==> src/rtl/sparse_token_pkg.sv <==
// Shared token format, helpers and FSM encoding for the sparse fiber pipeline.
// Used by fiber_access, intersect and their benches.
package sparse_token_pkg;

    localparam int unsigned TOKEN_W    = 17;
    localparam int unsigned DATA_W     = 16;
    localparam int unsigned STOP_LVL_W = 8;
    localparam int unsigned CTRL_BIT   = 16;
    localparam int unsigned DONE_BIT   = 8;

    typedef logic [TOKEN_W-1:0] token_t;

    localparam token_t DONE_TOKEN = 17'h10100;

    typedef enum logic [1:0] {
        FSM_IDLE  = 2'd0,
        FSM_RUN   = 2'd1,
        FSM_DRAIN = 2'd2
    } fsm_state_e;

    // One intersected beat: coordinate plus the matching position from each operand.
    typedef struct packed {
        token_t coord;
        token_t pos0;
        token_t pos1;
    } isect_beat_t;

    localparam int unsigned BEAT_W = $bits(isect_beat_t);

    function automatic logic is_ctrl(input token_t t);
        return t[CTRL_BIT];
    endfunction

    function automatic logic is_done(input token_t t);
        return t[CTRL_BIT] & t[DONE_BIT];
    endfunction

    function automatic logic is_stop(input token_t t);
        return t[CTRL_BIT] & ~t[DONE_BIT];
    endfunction

    function automatic logic [STOP_LVL_W-1:0] stop_lvl(input token_t t);
        return t[STOP_LVL_W-1:0];
    endfunction

    function automatic logic [DATA_W-1:0] data_val(input token_t t);
        return t[DATA_W-1:0];
    endfunction

endpackage

==> src/rtl/stream_bcast_reg.sv <==
// One-entry register broadcasting a payload to N consumers, each with its own
// valid/ready; the entry frees once every consumer has taken it.
module stream_bcast_reg #(
    parameter int unsigned W     = 8,
    parameter int unsigned N_OUT = 2
) (
    input  logic             clk,
    input  logic             rst_n,
    input  logic             clk_en,
    input  logic             clear,
    input  logic             in_valid,
    input  logic [W-1:0]     in_data,
    output logic             in_ready_c,
    output logic [N_OUT-1:0] out_valid,
    input  logic [N_OUT-1:0] out_ready,
    output logic [W-1:0]     out_data
);

    // pend_q[i] is the complement of consumer i's sent bit while the entry is full.
    logic [N_OUT-1:0] pend_q;
    logic [N_OUT-1:0] pend_d;
    logic [N_OUT-1:0] left_c;
    logic [W-1:0]     data_q;
    logic [W-1:0]     data_d;

    always_comb begin
        left_c     = pend_q & ~out_ready;
        in_ready_c = clk_en & ~clear & ~(|left_c);
        pend_d     = pend_q;
        data_d     = data_q;
        if (clear) begin
            pend_d = '0;
            data_d = '0;
        end else if (clk_en) begin
            pend_d = left_c;
            if (in_valid && in_ready_c) begin
                pend_d = '1;
                data_d = in_data;
            end
        end
    end

    always_ff @(posedge clk or negedge rst_n) begin
        if (!rst_n) begin
            pend_q <= '0;
            data_q <= '0;
        end else begin
            pend_q <= pend_d;
            data_q <= data_d;
        end
    end

    assign out_valid = pend_q;
    assign out_data  = data_q;

endmodule

==> src/rtl/intersect_unit_16.sv <==
// Sparse intersection of two (coord, pos) fiber streams; emits common coordinates
// with both operand positions and forwards STOP/DONE structure aligned.
module intersect_unit_16
    import sparse_token_pkg::*;
(
    input  logic               clk,
    input  logic               rst_n,
    input  logic               clk_en,
    input  logic               flush,
    input  logic               tile_en,
    input  logic [TOKEN_W-1:0] coord_in_0,
    input  logic               coord_in_0_valid,
    output logic               coord_in_0_ready,
    input  logic [TOKEN_W-1:0] coord_in_1,
    input  logic               coord_in_1_valid,
    output logic               coord_in_1_ready,
    input  logic [TOKEN_W-1:0] pos_in_0,
    input  logic               pos_in_0_valid,
    output logic               pos_in_0_ready,
    input  logic [TOKEN_W-1:0] pos_in_1,
    input  logic               pos_in_1_valid,
    output logic               pos_in_1_ready,
    output logic [TOKEN_W-1:0] coord_out,
    output logic               coord_out_valid,
    input  logic               coord_out_ready,
    output logic [TOKEN_W-1:0] pos_out_0,
    output logic               pos_out_0_valid,
    input  logic               pos_out_0_ready,
    output logic [TOKEN_W-1:0] pos_out_1,
    output logic               pos_out_1_valid,
    input  logic               pos_out_1_ready,
    output logic               error
);

    localparam int unsigned N_OUT = 3;

    fsm_state_e       state_q;
    fsm_state_e       state_d;
    logic             error_q;
    logic             error_d;

    logic             pres0_c;
    logic             pres1_c;
    logic             fire_c;
    logic             take0_c;
    logic             take1_c;
    logic             emit_c;
    logic             err_c;
    logic             done_c;
    isect_beat_t      beat_c;
    isect_beat_t      out_beat;
    logic             bc_ready_c;
    logic [N_OUT-1:0] bc_valid;
    logic [N_OUT-1:0] bc_ready;

    assign pres0_c = coord_in_0_valid & pos_in_0_valid;
    assign pres1_c = coord_in_1_valid & pos_in_1_valid;

    // Merge decision over the two side heads; only meaningful when both are present.
    always_comb begin
        take0_c     = 1'b0;
        take1_c     = 1'b0;
        emit_c      = 1'b0;
        err_c       = 1'b0;
        done_c      = 1'b0;
        beat_c.coord = coord_in_0;
        beat_c.pos0  = pos_in_0;
        beat_c.pos1  = pos_in_1;
        case ({is_ctrl(coord_in_0), is_ctrl(coord_in_1)})
            2'b00: begin
                if (data_val(coord_in_0) == data_val(coord_in_1)) begin
                    emit_c  = 1'b1;
                    take0_c = 1'b1;
                    take1_c = 1'b1;
                end else if (data_val(coord_in_0) < data_val(coord_in_1)) begin
                    take0_c = 1'b1;
                end else begin
                    take1_c = 1'b1;
                end
            end
            2'b01: take0_c = 1'b1;
            2'b10: take1_c = 1'b1;
            default: begin
                if (is_done(coord_in_0) && is_done(coord_in_1)) begin
                    emit_c       = 1'b1;
                    take0_c      = 1'b1;
                    take1_c      = 1'b1;
                    done_c       = 1'b1;
                    beat_c.coord = DONE_TOKEN;
                    beat_c.pos0  = DONE_TOKEN;
                    beat_c.pos1  = DONE_TOKEN;
                end else if (is_done(coord_in_0)) begin
                    take1_c = 1'b1;
                    err_c   = 1'b1;
                end else if (is_done(coord_in_1)) begin
                    take0_c = 1'b1;
                    err_c   = 1'b1;
                end else begin
                    // STOP/STOP: side-0's token goes out on all three outputs.
                    emit_c       = 1'b1;
                    take0_c      = 1'b1;
                    take1_c      = 1'b1;
                    err_c        = (stop_lvl(coord_in_0) != stop_lvl(coord_in_1));
                    beat_c.coord = coord_in_0;
                    beat_c.pos0  = coord_in_0;
                    beat_c.pos1  = coord_in_0;
                end
            end
        endcase
    end

    assign fire_c = pres0_c & pres1_c & (state_q == FSM_RUN) & tile_en & ~flush & bc_ready_c;

    assign coord_in_0_ready = fire_c & take0_c;
    assign pos_in_0_ready   = fire_c & take0_c;
    assign coord_in_1_ready = fire_c & take1_c;
    assign pos_in_1_ready   = fire_c & take1_c;

    assign bc_ready = {pos_out_1_ready, pos_out_0_ready, coord_out_ready} & {N_OUT{tile_en}};

    stream_bcast_reg #(
        .W     (BEAT_W),
        .N_OUT (N_OUT)
    ) u_bcast (
        .clk        (clk),
        .rst_n      (rst_n),
        .clk_en     (clk_en),
        .clear      (flush),
        .in_valid   (fire_c & emit_c),
        .in_data    (beat_c),
        .in_ready_c (bc_ready_c),
        .out_valid  (bc_valid),
        .out_ready  (bc_ready),
        .out_data   (out_beat)
    );

    // Tile sequencing and sticky error.
    always_comb begin
        state_d = state_q;
        error_d = error_q;
        if (flush) begin
            state_d = FSM_IDLE;
            error_d = 1'b0;
        end else if (clk_en) begin
            if (fire_c && err_c) begin
                error_d = 1'b1;
            end
            case (state_q)
                FSM_IDLE:  if (tile_en) state_d = FSM_RUN;
                FSM_RUN:   if (fire_c && done_c) state_d = FSM_DRAIN;
                FSM_DRAIN: if (!(|bc_valid)) state_d = FSM_IDLE;
                default:   state_d = FSM_IDLE;
            endcase
        end
    end

    always_ff @(posedge clk or negedge rst_n) begin
        if (!rst_n) begin
            state_q <= FSM_IDLE;
            error_q <= 1'b0;
        end else begin
            state_q <= state_d;
            error_q <= error_d;
        end
    end

    assign coord_out       = out_beat.coord;
    assign pos_out_0       = out_beat.pos0;
    assign pos_out_1       = out_beat.pos1;
    assign coord_out_valid = bc_valid[0] & tile_en;
    assign pos_out_0_valid = bc_valid[1] & tile_en;
    assign pos_out_1_valid = bc_valid[2] & tile_en;
    assign error           = error_q;

endmodule

==> config.mk <==
export PLATFORM = sky130hd
export DESIGN_NAME = intersect_unit_16
export DESIGN_NICKNAME = d
export VERILOG_FILES = /design/src/rtl/sparse_token_pkg.sv /design/src/rtl/stream_bcast_reg.sv /design/src/rtl/intersect_unit_16.sv
export SDC_FILE = /design/constraint.sdc
export NUM_CORES = 1
export LEC_CHECK = 0
export CAP_MARGIN = 20
export CORE_UTILIZATION = 47
export CTS_BUF_LIST = sky130_fd_sc_hd__clkbuf_4 sky130_fd_sc_hd__clkbuf_8
export DETAILED_ROUTE_END_ITERATION = 10
export DONT_BUFFER_PORTS = 1
export GPL_TIMING_DRIVEN = 0
export PLACE_DENSITY = 0.59
export SLEW_MARGIN = 20
export SYNTH_ARGS = -nofsm -noshare
export SYNTH_HDL_FRONTEND = slang
export SYNTH_SLANG_ARGS = --single-unit
==> constraint.sdc <==
create_clock -name clk -period 4.9 [get_ports clk]
set_input_delay 0.98 -clock clk [delete_from_list [all_inputs] [get_ports clk]]
set_output_delay 0.98 -clock clk [all_outputs]
set_load 0.03 [all_outputs]
* After elaboration in Yosys (flattened, before gate mapping) *
Cells that the tools add are included.

word-level totals
  logic and storage cells = 92
  output and inout bits = 59
  register bits after elaboration = 57

cells by class
  mux-type cells = 40
  order comparisons = 1
  eq/ne operators = 9
  reductions and logical operators = 16
  bitwise gates (word level) = 22

operators with widths
  operator              number
  $mux W51              5
  $mux W34              2
  $mux W1               21
  $and A1 B1 Y1         17
  $eq A16 B16 Y1        1
  $lt A16 B16 Y1        1
  $mux W2               5
  $mux W3               3
  $reduce_or A3 Y1      3
  $ne A8 B8 Y1          1
  $and A3 B3 Y3         2
  $ne A3 B3 Y1 const B  2
  $pmux W1 S3           2
  $pmux W2 S3           1
  $reduce_bool A2 Y1    3
  $eq A2 B1 Y1 const B  2
  $eq A2 B2 Y1 const B  2
  $logic_and A1 B1 Y1   4
  $logic_not A2 Y1      2
  $reduce_and A2 Y1     2
  $reduce_and A4 Y1     1
  $ne A3 B2 Y1 const B  1
  $not A3 Y3            1
  $not A1 Y1            2
  2 further kinds       2

* Longest topological paths before layout *
Gate-level depths: netlist of the first run.

  depth in word-level cells = 12
  depth in mapped cells = 10
  depth with buffers taken out = 8

* Modules after synthesis *
Synthesis of the first run repeated with hierarchy kept, for this count alone.

unflattened totals
  cell total of the unflattened synthesis = 484
  area total of the unflattened synthesis = 4240.3 um2

modules (own cells, without submodules)
  module             area each (um2)  cells each  times used
  stream_bcast_reg   2760.1           241         1
  intersect_unit_16  1480.2           243         1

* Worst setup path before layout of the first run *
OpenSTA, ideal clock, no wires.

  path kind = in2out
  from = input coord_in_1[7]
  to = output pos_in_0_ready
  setup slack = 0.864 ns
  required time = 3.920 ns
  stages on the path = 8
  data arrival time = 3.056 ns
  path through = inv_1 -> ha_1 -> a21oi_1 -> o21ai_0 -> a221o_1 -> or3_1 -> a31oi_1 -> buf_4

between the ends
  word-level cells in the longest chain between the ends = 5
  elaborated cells between the ends (all ways) = 6
  classes of those cells = order compare: 1; eq/ne: 1; mux: 3; bitwise: 1

ends and longest elaborated chain
  item                line                     RTL
  start: declaration  intersect_unit_16.sv:14  input logic [TOKEN_W-1:0] coord_in_1,
  $lt A16 B16 Y1      intersect_unit_16.sv:75  end else if (data_val(coord_in_0) < data_val(coord_in_1)) begin
  $mux W1             intersect_unit_16.sv:75
  $mux W1 (*)         intersect_unit_16.sv:71  if (data_val(coord_in_0) == data_val(coord_in_1)) begin
  $pmux W1 S3 (*)     intersect_unit_16.sv:69  case ({is_ctrl(coord_in_0), is_ctrl(coord_in_1)})
  $and A1 B1 Y1 (*)   -
  end: declaration    intersect_unit_16.sv:19  output logic pos_in_0_ready,

Every way passes the cells marked *; elsewhere a longest branch is shown, timed or not.

* Worst setup path in the final report of the first run *
  from = input pos_out_0_ready
  to = output pos_in_0_ready

between the ends
  word-level cells in the longest chain between the ends = 8

ends and longest elaborated chain
  item                line                      RTL
  start: declaration  intersect_unit_16.sv:28   input logic pos_out_0_ready,
  $and A3 B3 Y3       intersect_unit_16.sv:119  assign bc_ready = {pos_out_1_ready, pos_out_0_ready, coord_out_ready} & {N_OUT{tile_en}};
  $not A3 Y3          stream_bcast_reg.sv:27    left_c = pend_q & ~out_ready;
  $and A3 B3 Y3       stream_bcast_reg.sv:27
  $reduce_or A3 Y1    stream_bcast_reg.sv:28    in_ready_c = clk_en & ~clear & ~(|left_c);
  $not A1 Y1          stream_bcast_reg.sv:28
  $and A1 B1 Y1       stream_bcast_reg.sv:28
  $and A1 B1 Y1       intersect_unit_16.sv:112  assign fire_c = pres0_c & pres1_c & (state_q == FSM_RUN) & tile_en & ~flush & bc_ready_c;
  $and A1 B1 Y1       -

Every way passes these cells.

==> results.cfg, run 1 <==
[run_status]
status = completed

[sta]
drv_slew = 0
skew_ns = 0.0102
setup_viol = 0
maxSlewHeadroom_pct = 43.7
rsz0062_at_grt = false
fmax_mhz = 228
fin_setup_tns_ns = 0
tightestPinTransition_ns = 0.841
fin_crit_ns = 4.40
timing.final.crit_share_pct = 89.7
hold_violations = 0

[yosys]
synth.area.top_cells = dfrtp_1 (41%), mux2_2 (8.0%), nand4_1 (7.6%), ha_1 (6.8%), o21ai_0 (6.7%)
synth_top_family_by_area = compound AO/OA/AOI/OAI gates
ys_seq_elements = 57
synthFlopType = dfrtp_1
synth.avg_cell_area_um2 = 9.04
synth_fp_nets = 488
synthMuxAreaShare_pct = 9.71
synth_area_mm2 = 0.00352
synth-adder-area-share_pct = 6.76
syn_inst = 389
ys_types = 43
synth_xor_area_share_pct = 0
synth_compound_area_share_pct = 18.1
synth_edf_count = 0
yosys_warnings = 0
yosys.area.top_type = dfrtp_1
ys_seq_area_share_pct = 40.5
synthSimpleGateAreaFrac_pct = 18.1
synthArstFlopShare_pct = 100
yosysTopAreaCellShare_pct = 40.5

[routing]
avgRoutedWirePerCell_um = 21.3
firstDrtPassIters = 5
wl_met2_mm = 4.86
via_count = 3115
drtIter0Drc = 177
wl_met1_mm = 4.56
top_layer_used = met4
drc = 0
wl_met3_mm = 1.08
routed_wl_mm = 10.7
via_per_inst = 6.17
antenna_left = 0

[pwr]
power_switching_uw = 262
powerDensity_mw_per_mm2 = 256
ir_worst_vdd_v = 0.000137
swShare_pct = 26.7
internal_power_uw = 717
power_frac_comb_pct = 9.6
clockPowerShare_pct = 41.9
p_total_uw = 979
seqPwrFrac_pct = 48.5
p_leak_nw = 1.64

[critical_path]
rr_endpoint = u_bcast.out_data[11]
arrival_ns = 3.42
critPathRequiredTime_ns = 3.92
critical_path.startpoint_type = primary input
worst-r2r-setup-slack_ns = 2.47
cp-end-kind = output port
r2r-start = u_bcast.out_valid[1]
crit_fanout = 10
critPathKind = in2out
reg2reg_depth = 7

[floorplanning]
die_w_um = 88.5
initial_utilization_pct = 48.5
die-area_mm2 = 0.00784
core-area_mm2 = 0.00725
die_h_um = 88.5
fp-row-count = 31
io_pins = 139

[grt]
overflow = 0
track_usage_pct = 28.0
grt_first_pass_wirelength_mm = 15.9
antenna_found_initial = 0
grt_pass1_vias = 2899
grt_max_degree = 58

[placed_design]
gp_congestion = 0.804
post-place-cells = 488
port_buffers = 0
dp_hpwl_mm = 7.88
place_area_mm2 = 0.00364

[clocking]
cts_sinks = 57
numCtsBuffers = 9
cts_tree = built
insertion_delay_ns = 0.35
root_buffer = clkbuf_8
hold_buffers = 0
htree_levels = 3
cts_resized = 0
post-cts-setup-buffers = 0
cts_buffer_depth = 2
cts.reportedPaths.clkPinSlew_ns = 0.07

[finish]
drive_above_1_share_pct = 15.1
stdcell_area_mm2 = 0.00383
finalNetCount = 499
fin_cells = 505
syn_to_final_growth_pct = 8.75

[run]
cap_violations = 0

[min_path]
hp-class = in2async
==> registers in the layout, indices dropped and copies added (netlist names) <==
name               flops
state_q                2
u_bcast.out_data      51
error                  1
u_bcast.out_valid      3
==> cells by family (layout without fill, tap and decap cells) <==
logic type | after synthesis | count (layout)
other cells | 0 | 1
mux | 31 | 31
fa+ha+maj | 19 | 19
simple gates | 117 | 117
buf+inv | 59 | 75
flops | 57 | 57
compound gates | 106 | 106
==> Yosys cell counts, drive strengths merged (2+ instances only) <==
master   count
ha          19
clkbuf      25
nand2       34
nor3         4
mux2        25
or4          3
a2111oi      4
o21ai       48
nand3        9
mux2i        6
nor2b        4
dfrtp       57
and4         2
inv         22
nand4       44
and2         4
a31o         6
nor4         2
nor2         7
a21oi       38
buf         11
==> placed cells by master (no fill, tap or decap), types with 2 or more instances in the layout <==
| cell type | Yosys | layout |
|---|---|---|
| buf_4 | 2 | 2 |
| nand3_1 | 9 | 9 |
| inv_1 | 22 | 22 |
| clkinvlp_4 | 0 | 2 |
| buf_1 | 3 | 3 |
| a31o_2 | 6 | 6 |
| nor2b_1 | 4 | 4 |
| clkinv_2 | 0 | 3 |
| a21oi_1 | 38 | 38 |
| clkbuf_8 | 0 | 11 |
| nand2_1 | 34 | 34 |
| dfrtp_1 | 57 | 57 |
| nor3_1 | 4 | 4 |
| a2111oi_4 | 2 | 2 |
| o21ai_0 | 47 | 47 |
| nor4_1 | 2 | 2 |
| mux2i_1 | 6 | 6 |
| nand4_1 | 43 | 43 |
| buf_2 | 6 | 6 |
| a2111oi_0 | 2 | 2 |
| ha_1 | 19 | 19 |
| nor2_1 | 7 | 7 |
| and4_1 | 2 | 2 |
| clkbuf_1 | 24 | 24 |
| and2_1 | 4 | 4 |
| or4_1 | 2 | 2 |
| mux2_2 | 25 | 25 |
==> layer usage <==
layer	vias up	GRT usage [%]
li1	1445	-
met1	1500	38.3
met2	152	41.9
met3	18	7.28
met4	0	11.9
met5	-	0
==> critical path, cell delays in order <==
cell	delay, ns
nor2b_1	0.02
nor4_1	0.37
and4_1	0.23
clkbuf_1	0.41
buf_1	0.37
nand2_1	0.09
a31oi_1	0.64
buf_4	0.29
==> power groups by stage <==
stage / logic (mW) / registers, mW / clock network, mW
3_5_place_dp: 0.0922 / 0.483 / 0
2_1_floorplan: 0.0729 / 0.483 / 0
3_3_place_gp: 0.0909 / 0.483 / 0
6_report: 0.0941 / 0.474 / 0.410
4_1_cts: 0.0935 / 0.474 / 0.415
5_1_grt: 0.105 / 0.474 / 0.438
==> worst max path at each step <==
stage,start,to,cells after the start
after floorplan,coord_in_1[7],pos_in_0_ready,8
after global placement,pos_out_0_ready,pos_in_0_ready,8
after detailed placement,pos_out_0_ready,pos_in_0_ready,8
after CTS,pos_out_0_ready,pos_in_0_ready,8
after global routing,pos_out_0_ready,pos_in_0_ready,8
final,pos_out_0_ready,pos_in_0_ready,8
==> stage by stage <==
stage / hold WS, ns / util, % / worst slack, ns
6_report: 0.319 / 52.8 / 0.505
5_1_grt: 0.313 / 52.7 / 0.305
4_1_cts: 0.312 / 52.7 / 0.501
3_5_place_dp: 0.530 / 50.2 / 0.509
3_3_place_gp: 0.516 / 50.2 / 0.517
2_1_floorplan: 0.492 / - / 0.864
==> cell type report <==
cell class / count / area [um^2]
well taps: 99 / 124
flip-flops and latches: 57 / 1430
clock buffers: 11 / 151
plain buffers: 36 / 151
multi-input cells: 273 / 1850
inverters: 23 / 86.3
clock inverters: 5 / 30.0
fillers: 709 / 3430
diodes: 1 / 2.50
(Power assumes the default switching activity.)
==> run 2, diff against run 1 <==
--- a/config.mk
+++ b/config.mk
@@ -5,7 +5,8 @@
 export SDC_FILE = /design/constraint.sdc
 export NUM_CORES = 1
 export LEC_CHECK = 0
-export CAP_MARGIN = 20
+export CAP_MARGIN = 15
+export CORE_MARGIN = 8
 export CORE_UTILIZATION = 47
 export CTS_BUF_LIST = sky130_fd_sc_hd__clkbuf_4 sky130_fd_sc_hd__clkbuf_8
 export DETAILED_ROUTE_END_ITERATION = 10
==> run 2 against run 1 <==
Sequential share of layout area fell by 0.13 points. Worst hold slack improved by 0.0099 ns. Sequential cell count did not move. Final area rose by 0.36%. Combinational power barely moved. Critical path depth did not move. Via count fell by 0.64%. Global-route usage fell by 5.6 points. Critical endpoint unchanged. Largest cell class unchanged. Largest power group unchanged.
==> results.cfg, run 2 (synthesized netlist as in run 1, its figures left out) <==
[placed_design]
dp_hpwl_mm = 8.89
post-place-cells = 488
gp_congestion = 0.872
port_buffers = 0
place_area_mm2 = 0.00364

[sta]
rsz0062_at_grt = false
drv_slew = 0
fin_crit_ns = 4.44
maxSlewHeadroom_pct = 41.4
fmax_mhz = 225
timing.final.crit_share_pct = 90.7
tightestPinTransition_ns = 0.875
whs_ns = 0.329
hold_violations = 0
skew_ns = 0.00480
fin_setup_tns_ns = 0
setup_viol = 0

[pwr]
power_switching_uw = 256
ir_worst_vdd_v = 0.000150
swShare_pct = 25.4
powerDensity_mw_per_mm2 = 263
seqPwrFrac_pct = 47.0
clockPowerShare_pct = 43.7
p_leak_nw = 1.65
power_frac_comb_pct = 9.3
internal_power_uw = 754

[finish]
drive_above_1_share_pct = 15.1
layout_commonest_cell = dfrtp_1
final_util_pct = 52.9
fin_cells = 505
syn_to_final_growth_pct = 9.14
stdcell_area_mm2 = 0.00384
largest_register_ffs = 51
finalNetCount = 499
final_cell_mix = dfrtp_1 (57), o21ai_0 (47), nand4_1 (43)

[grt]
overflow = 0
track_usage_pct = 22.4
grt_first_pass_wirelength_mm = 17.7
grt_max_degree = 58
antenna_found_initial = 2
grt_pass1_vias = 3052

[min_path]
hp-class = in2async

[clocking]
cts.reportedPaths.clkPinSlew_ns = 0.07
root_buffer = clkbuf_8
cts_buffer_depth = 2
insertion_delay_ns = 0.34
post-cts-setup-buffers = 0
hold_buffers = 0
cts_resized = 0
htree_levels = 3
cts_tree = built
numCtsBuffers = 9
cts_sinks = 57

[floorplanning]
fp-row-count = 31
core-area_mm2 = 0.00725
die_w_um = 103
die-area_mm2 = 0.0105
die_h_um = 103
initial_utilization_pct = 48.5
io_pins = 139

[run_status]
status = completed

[routing]
routed_wl_mm = 11.8
firstDrtPassIters = 4
drc = 0
antenna_left = 0
drtIter0Drc = 162
via_count = 3095
avgRoutedWirePerCell_um = 23.3
via_per_inst = 6.13

[critical_path]
critPathKind = in2out
rr_endpoint = u_bcast.out_data[18]
crit_fanout = 10
reg2reg_depth = 7
r2r-start = u_bcast.out_valid[1]
critPathRequiredTime_ns = 3.92
worst-r2r-setup-slack_ns = 2.45
cp-end-kind = output port
arrival_ns = 3.46
critical_path.startpoint_type = primary input

[run]
cap_violations = 0
==> run 2: cell count changes in the layout (fill, tap and decap cells not counted) <==
cell and change:
bufinv_16 +1, clkbuf_8 -1, clkinv_2 +1, clkinvlp_4 -1
==> run 2: metrics by stage <==
stage	setup slack (ns)	power [mW]
2_1_floorplan	0.864	0.556
3_3_place_gp	0.493	0.574
3_5_place_dp	0.497	0.576
4_1_cts	0.490	1.02
5_1_grt	0.267	1.05
6_report	0.457	1.01
==> run 2: per-layer routing <==
layer / part of all wire (%) / vias up / GRT usage (%)
met1: 42 / 1473 / 29.5
met3: 11 / 18 / 8.64
met5: 0.22 / - / 0
li1: - / 1446 / -
met4: 1.6 / 4 / 6.88
met2: 45 / 154 / 33.1
==> run 2: how the worst max path moves through the flow <==
stage	from	to	slack [ns]	depth (start not counted)
2_1_floorplan	coord_in_1[7]	pos_in_0_ready	0.86	8
3_3_place_gp	pos_out_0_ready	pos_in_0_ready	0.49	8
3_5_place_dp	pos_out_0_ready	pos_in_0_ready	0.50	8
4_1_cts	pos_out_0_ready	pos_in_0_ready	0.49	8
5_1_grt	pos_out_0_ready	pos_in_0_ready	0.27	8
6_report	pos_out_0_ready	pos_in_0_ready	0.46	8
==> run 2: layout make-up <==
class	count	area, um^2
plain buffers	36	151
flip-flops and latches	57	1430
multi-input cells	273	1850
inverters	23	86.3
clock buffers	10	138
fillers	719	3410
clock inverters	6	57.6
diodes	1	2.50
well taps	99	124
==> run 2: power groups by stage <==
| stage | sequential (mW) | clock [mW] | combinational (mW) |
|---|---|---|---|
| 2_1_floorplan | 0.483 | 0 | 0.0729 |
| 3_3_place_gp | 0.483 | 0 | 0.0907 |
| 3_5_place_dp | 0.483 | 0 | 0.0924 |
| 4_1_cts | 0.474 | 0.448 | 0.0933 |
| 5_1_grt | 0.474 | 0.472 | 0.105 |
| 6_report | 0.474 | 0.441 | 0.0941 |
==> run 2: worst max-delay path, cell delays in order <==
cell and delay (ns):
nor2b_1 0.02, nor4_1 0.39, and4_1 0.24, clkbuf_1 0.38
buf_1 0.38, nand2_1 0.10, a31oi_1 0.67, buf_4 0.29
==> RTL change 1: new RTL, settings of run 1 <==
The package constant `STOP_LVL_W` goes from 8 to 10.
--- a/src/rtl/sparse_token_pkg.sv
+++ b/src/rtl/sparse_token_pkg.sv
@@ -6,3 +6,3 @@
     localparam int unsigned DATA_W     = 16;
-    localparam int unsigned STOP_LVL_W = 8;
+    localparam int unsigned STOP_LVL_W = 10;
     localparam int unsigned CTRL_BIT   = 16;
Function: changed (Yosys sat finds a counterexample within 4 cycles, from zero or initial values and one cycle with rst_n low).
==> RTL change 1 against run 1 <==
  * Sequential share of layout area shrank 0.56 points
  * Die area grew 0.52%
  * Total power grew 7.3%
  * Maximum frequency grew 10%
  * Register-to-register slack gained 0.41 ns
  * Clock skew shrank 0.0019 ns
  * Design area grew 1.5%
  * Synthesized area grew 0.53%
  * Critical path depth grew 2
  * Sequential cell count is the same
  * Non-clock buffer count grew 3
  * Setup slack gained 0.40 ns
  * Wire length grew 2.2%
  * Global-route usage grew 0.96 points
  * Largest power group is now the clock network
==> RTL change 1: results (changes against run 1) <==
metric,value,unit,change
crit_start,coord_in_1[7],,was pos_out_0_ready
critPathTopFamily,compound AO/OA/AOI/OAI gates,,was buffers and inverters
grt_pass1_wl,16.5,mm,was 15.9 mm
gp_congestion,0.803,,was 0.804
dpl_worst_slack,0.914,ns,was 0.509 ns
nets,500,,was 499
drt_wl_total,11.0,mm,was 10.7 mm
n_antenna_cell,0,,was 1
outcome,finished clean,,unchanged
p_leak,0.00169,µW,was 0.00164 µW
r2r_end,error,,was u_bcast.out_data[11]
drt_iter0_markers,143,,was 177
layout-drive-gt1-share,0.175,,was 0.151
hold_slack,0.325,ns,was 0.319 ns
syn-mean-instance-area,9.12,µm²,was 9.04 µm²
max_stage_delay,0.35,ns,was 0.64 ns
synth-compound-area-share,0.195,,was 0.181
cp_max_fo,3,,was 10
vias,3112,,was 3115
drtPass1Iterations,4,,was 5
max_freq,250,MHz,was 228 MHz
track_usage,0.289,,was 0.280
ys_seq_area_frac,0.403,,was 0.405
pwr.group.combinational,98.0,µW,was 94.1 µW
synth_area_leaders,"dfrtp_1 (40%), mux2_2 (7.6%), nand4_1 (7.4%)",,"was dfrtp_1 (41%), mux2_2 (8.0%), nand4_1 (7.6%)"
powerSeq,473,µW,was 474 µW
place_inst,489,,was 488
synth_adder_area_share,0.0672,,was 0.0676
fin_skew,0.00831,ns,was 0.0102 ns
grt_pass1_vias,3032,,was 2899
crit_slowest_cell,a221o_1,,was a31oi_1
yosys-top-cells-count,"dfrtp_1 (57), o21ai_0 (48), nand4_1 (42)",,"was dfrtp_1 (57), o21ai_0 (47), nand4_1 (43)"
-- RTL change 1: cell types whose count changed after synthesis, sizes merged, moves of 2 or more --
cell / before / now
o211ai: 1 / 3
clkbuf: 25 / 19
mux2i: 6 / 0
nand3b: 0 / 2
nand2b: 0 / 2
a21oi: 38 / 41
and3: 1 / 3
a211oi: 0 / 3
buf: 11 / 18
nand3: 9 / 4
or4: 3 / 1
o31ai: 0 / 2
-- RTL change 1: final cells by class --
type	count	area, µm²
buffer	37	174
clock buffer	12	165
clock inverter	4	50.0
fill	718	3370
inverter	22	82.6
multi-input combinational	272	1850
sequential	57	1430
tap	99	124
timing repair buffer	2	8.76
-- RTL change 1: per-layer routing --
layer,up-vias,part of all wire,GRT usage
met2,133,0.46,0.448
li1,1456,-,-
met5,-,0,0
met1,1506,0.42,0.373
met4,0,0.019,0.109
met3,17,0.10,0.101
==> RTL change 2: new RTL, flow settings as in run 1 <==
Made on the original files. `data_q` no longer has a reset.
--- a/src/rtl/stream_bcast_reg.sv
+++ b/src/rtl/stream_bcast_reg.sv
@@ -45,7 +45,9 @@
             pend_q <= '0;
-            data_q <= '0;
         end else begin
             pend_q <= pend_d;
-            data_q <= data_d;
         end
+    end
+
+    always_ff @(posedge clk) begin
+        data_q <= data_d;
     end
Function: differs if rst_n is asserted again (counterexample within 4 cycles, from zero or initial values and one cycle with rst_n low); with rst_n held inactive, the same outputs for 4 cycles.
==> RTL change 2 against run 1 <==
  * Non-clock buffer count is 4 lower
  * Design area shrank 11%
  * Sequential cell count is the same
  * Final cell count down 11%
  * Setup slack worse by 0.021 ns
  * Combinational power shrank 5.0%
  * Synthesized area shrank 12%
  * Total power increased by 6.5%
  * Wire length down 9.6%
  * Critical path type unchanged
==> RTL change 2: results (changes against run 1) <==
metric,value,unit,change
synth.net_count,456,,was 488
synthArstFlopShare,0.105,,was 1.00
area_share_nonclk_buffers,0.0527,,was 0.0396
drt_wl_total,9.71,mm,was 10.7 mm
clkbuf_count,9,,was 11
ys_types,41,,was 43
wl_met1,4.18,mm,was 4.56 mm
r2r_start,state_q[1],,was u_bcast.out_valid[1]
worstMarginPinSlew,1.15,ns,was 0.841 ns
r2r_slack,2.92,ns,was 2.47 ns
hpwl,7.17,mm,was 7.88 mm
n_all_buffers,32,,was 36
n_fill_cell,630,,was 709
synth-compound-area-share,0.327,,was 0.181
crit_slowest_cell,a221oi_1,,was a31oi_1
r2r_end,u_bcast.out_data[10],,was u_bcast.out_data[11]
arrival,3.44,ns,was 3.42 ns
outcome,finished clean,,unchanged
inverters,24,,was 23
fin_skew,0.0124,ns,was 0.0102 ns
seqCellArea,1170,µm²,was 1430 µm²
synth_area_leaders,"dfxtp_1 (33%), a21oi_1 (10%), a211oi_1 (7.8%)",,"was dfrtp_1 (41%), mux2_2 (8.0%), nand4_1 (7.6%)"
yosys-top-cells-count,"a21oi_1 (63), dfxtp_1 (51), a211oi_1 (32)",,"was dfrtp_1 (57), o21ai_0 (47), nand4_1 (43)"
synth_top_flop_cell,dfxtp_1,,was dfrtp_1
nets,467,,was 499
ys_seq_area_frac,0.378,,was 0.405
wl_met2,4.32,mm,was 4.86 mm
hold_slack,0.331,ns,was 0.319 ns
nMultiInputCombCells,244,,was 273
grt_pass1_vias,2749,,was 2899
layout-drive-gt1-share,0.105,,was 0.151
drtPass1Iterations,4,,was 5
route.met3.wl,1.04,mm,was 1.08 mm
grt_pass1_wl,15.2,mm,was 15.9 mm
RTL change 2: cell count changes after synthesis, sizes merged, moves of 25 or more:
| cell | before | now |
|---|---|---|
| dfrtp | 57 | 6 |
| dfxtp | 0 | 51 |
| a211oi | 0 | 32 |
| a22oi | 1 | 30 |
| o21ai | 48 | 22 |
| a21oi | 38 | 63 |
| mux2 | 25 | 0 |
RTL change 2: where the power goes:
part	leakage, µW	internal (µW)	switching (µW)
Combinational	0.000727	33.6	55.9
Sequential	0.000493	467	4.53
Clock	0.000109	281	200
Total	0.00133	782	260
RTL change 2: through the flow:
step / setup slack (ns) / cells / util / area [µm²]
2_1_floorplan: 0.706 / 357 / - / 3090
3_3_place_gp: 0.469 / 434 / 0.502 / 3190
3_5_place_dp: 0.476 / 434 / 0.502 / 3190
4_1_cts: 0.461 / 449 / 0.535 / 3400
5_1_grt: 0.381 / 449 / 0.535 / 3400
6_report: 0.484 / 449 / 0.535 / 3400
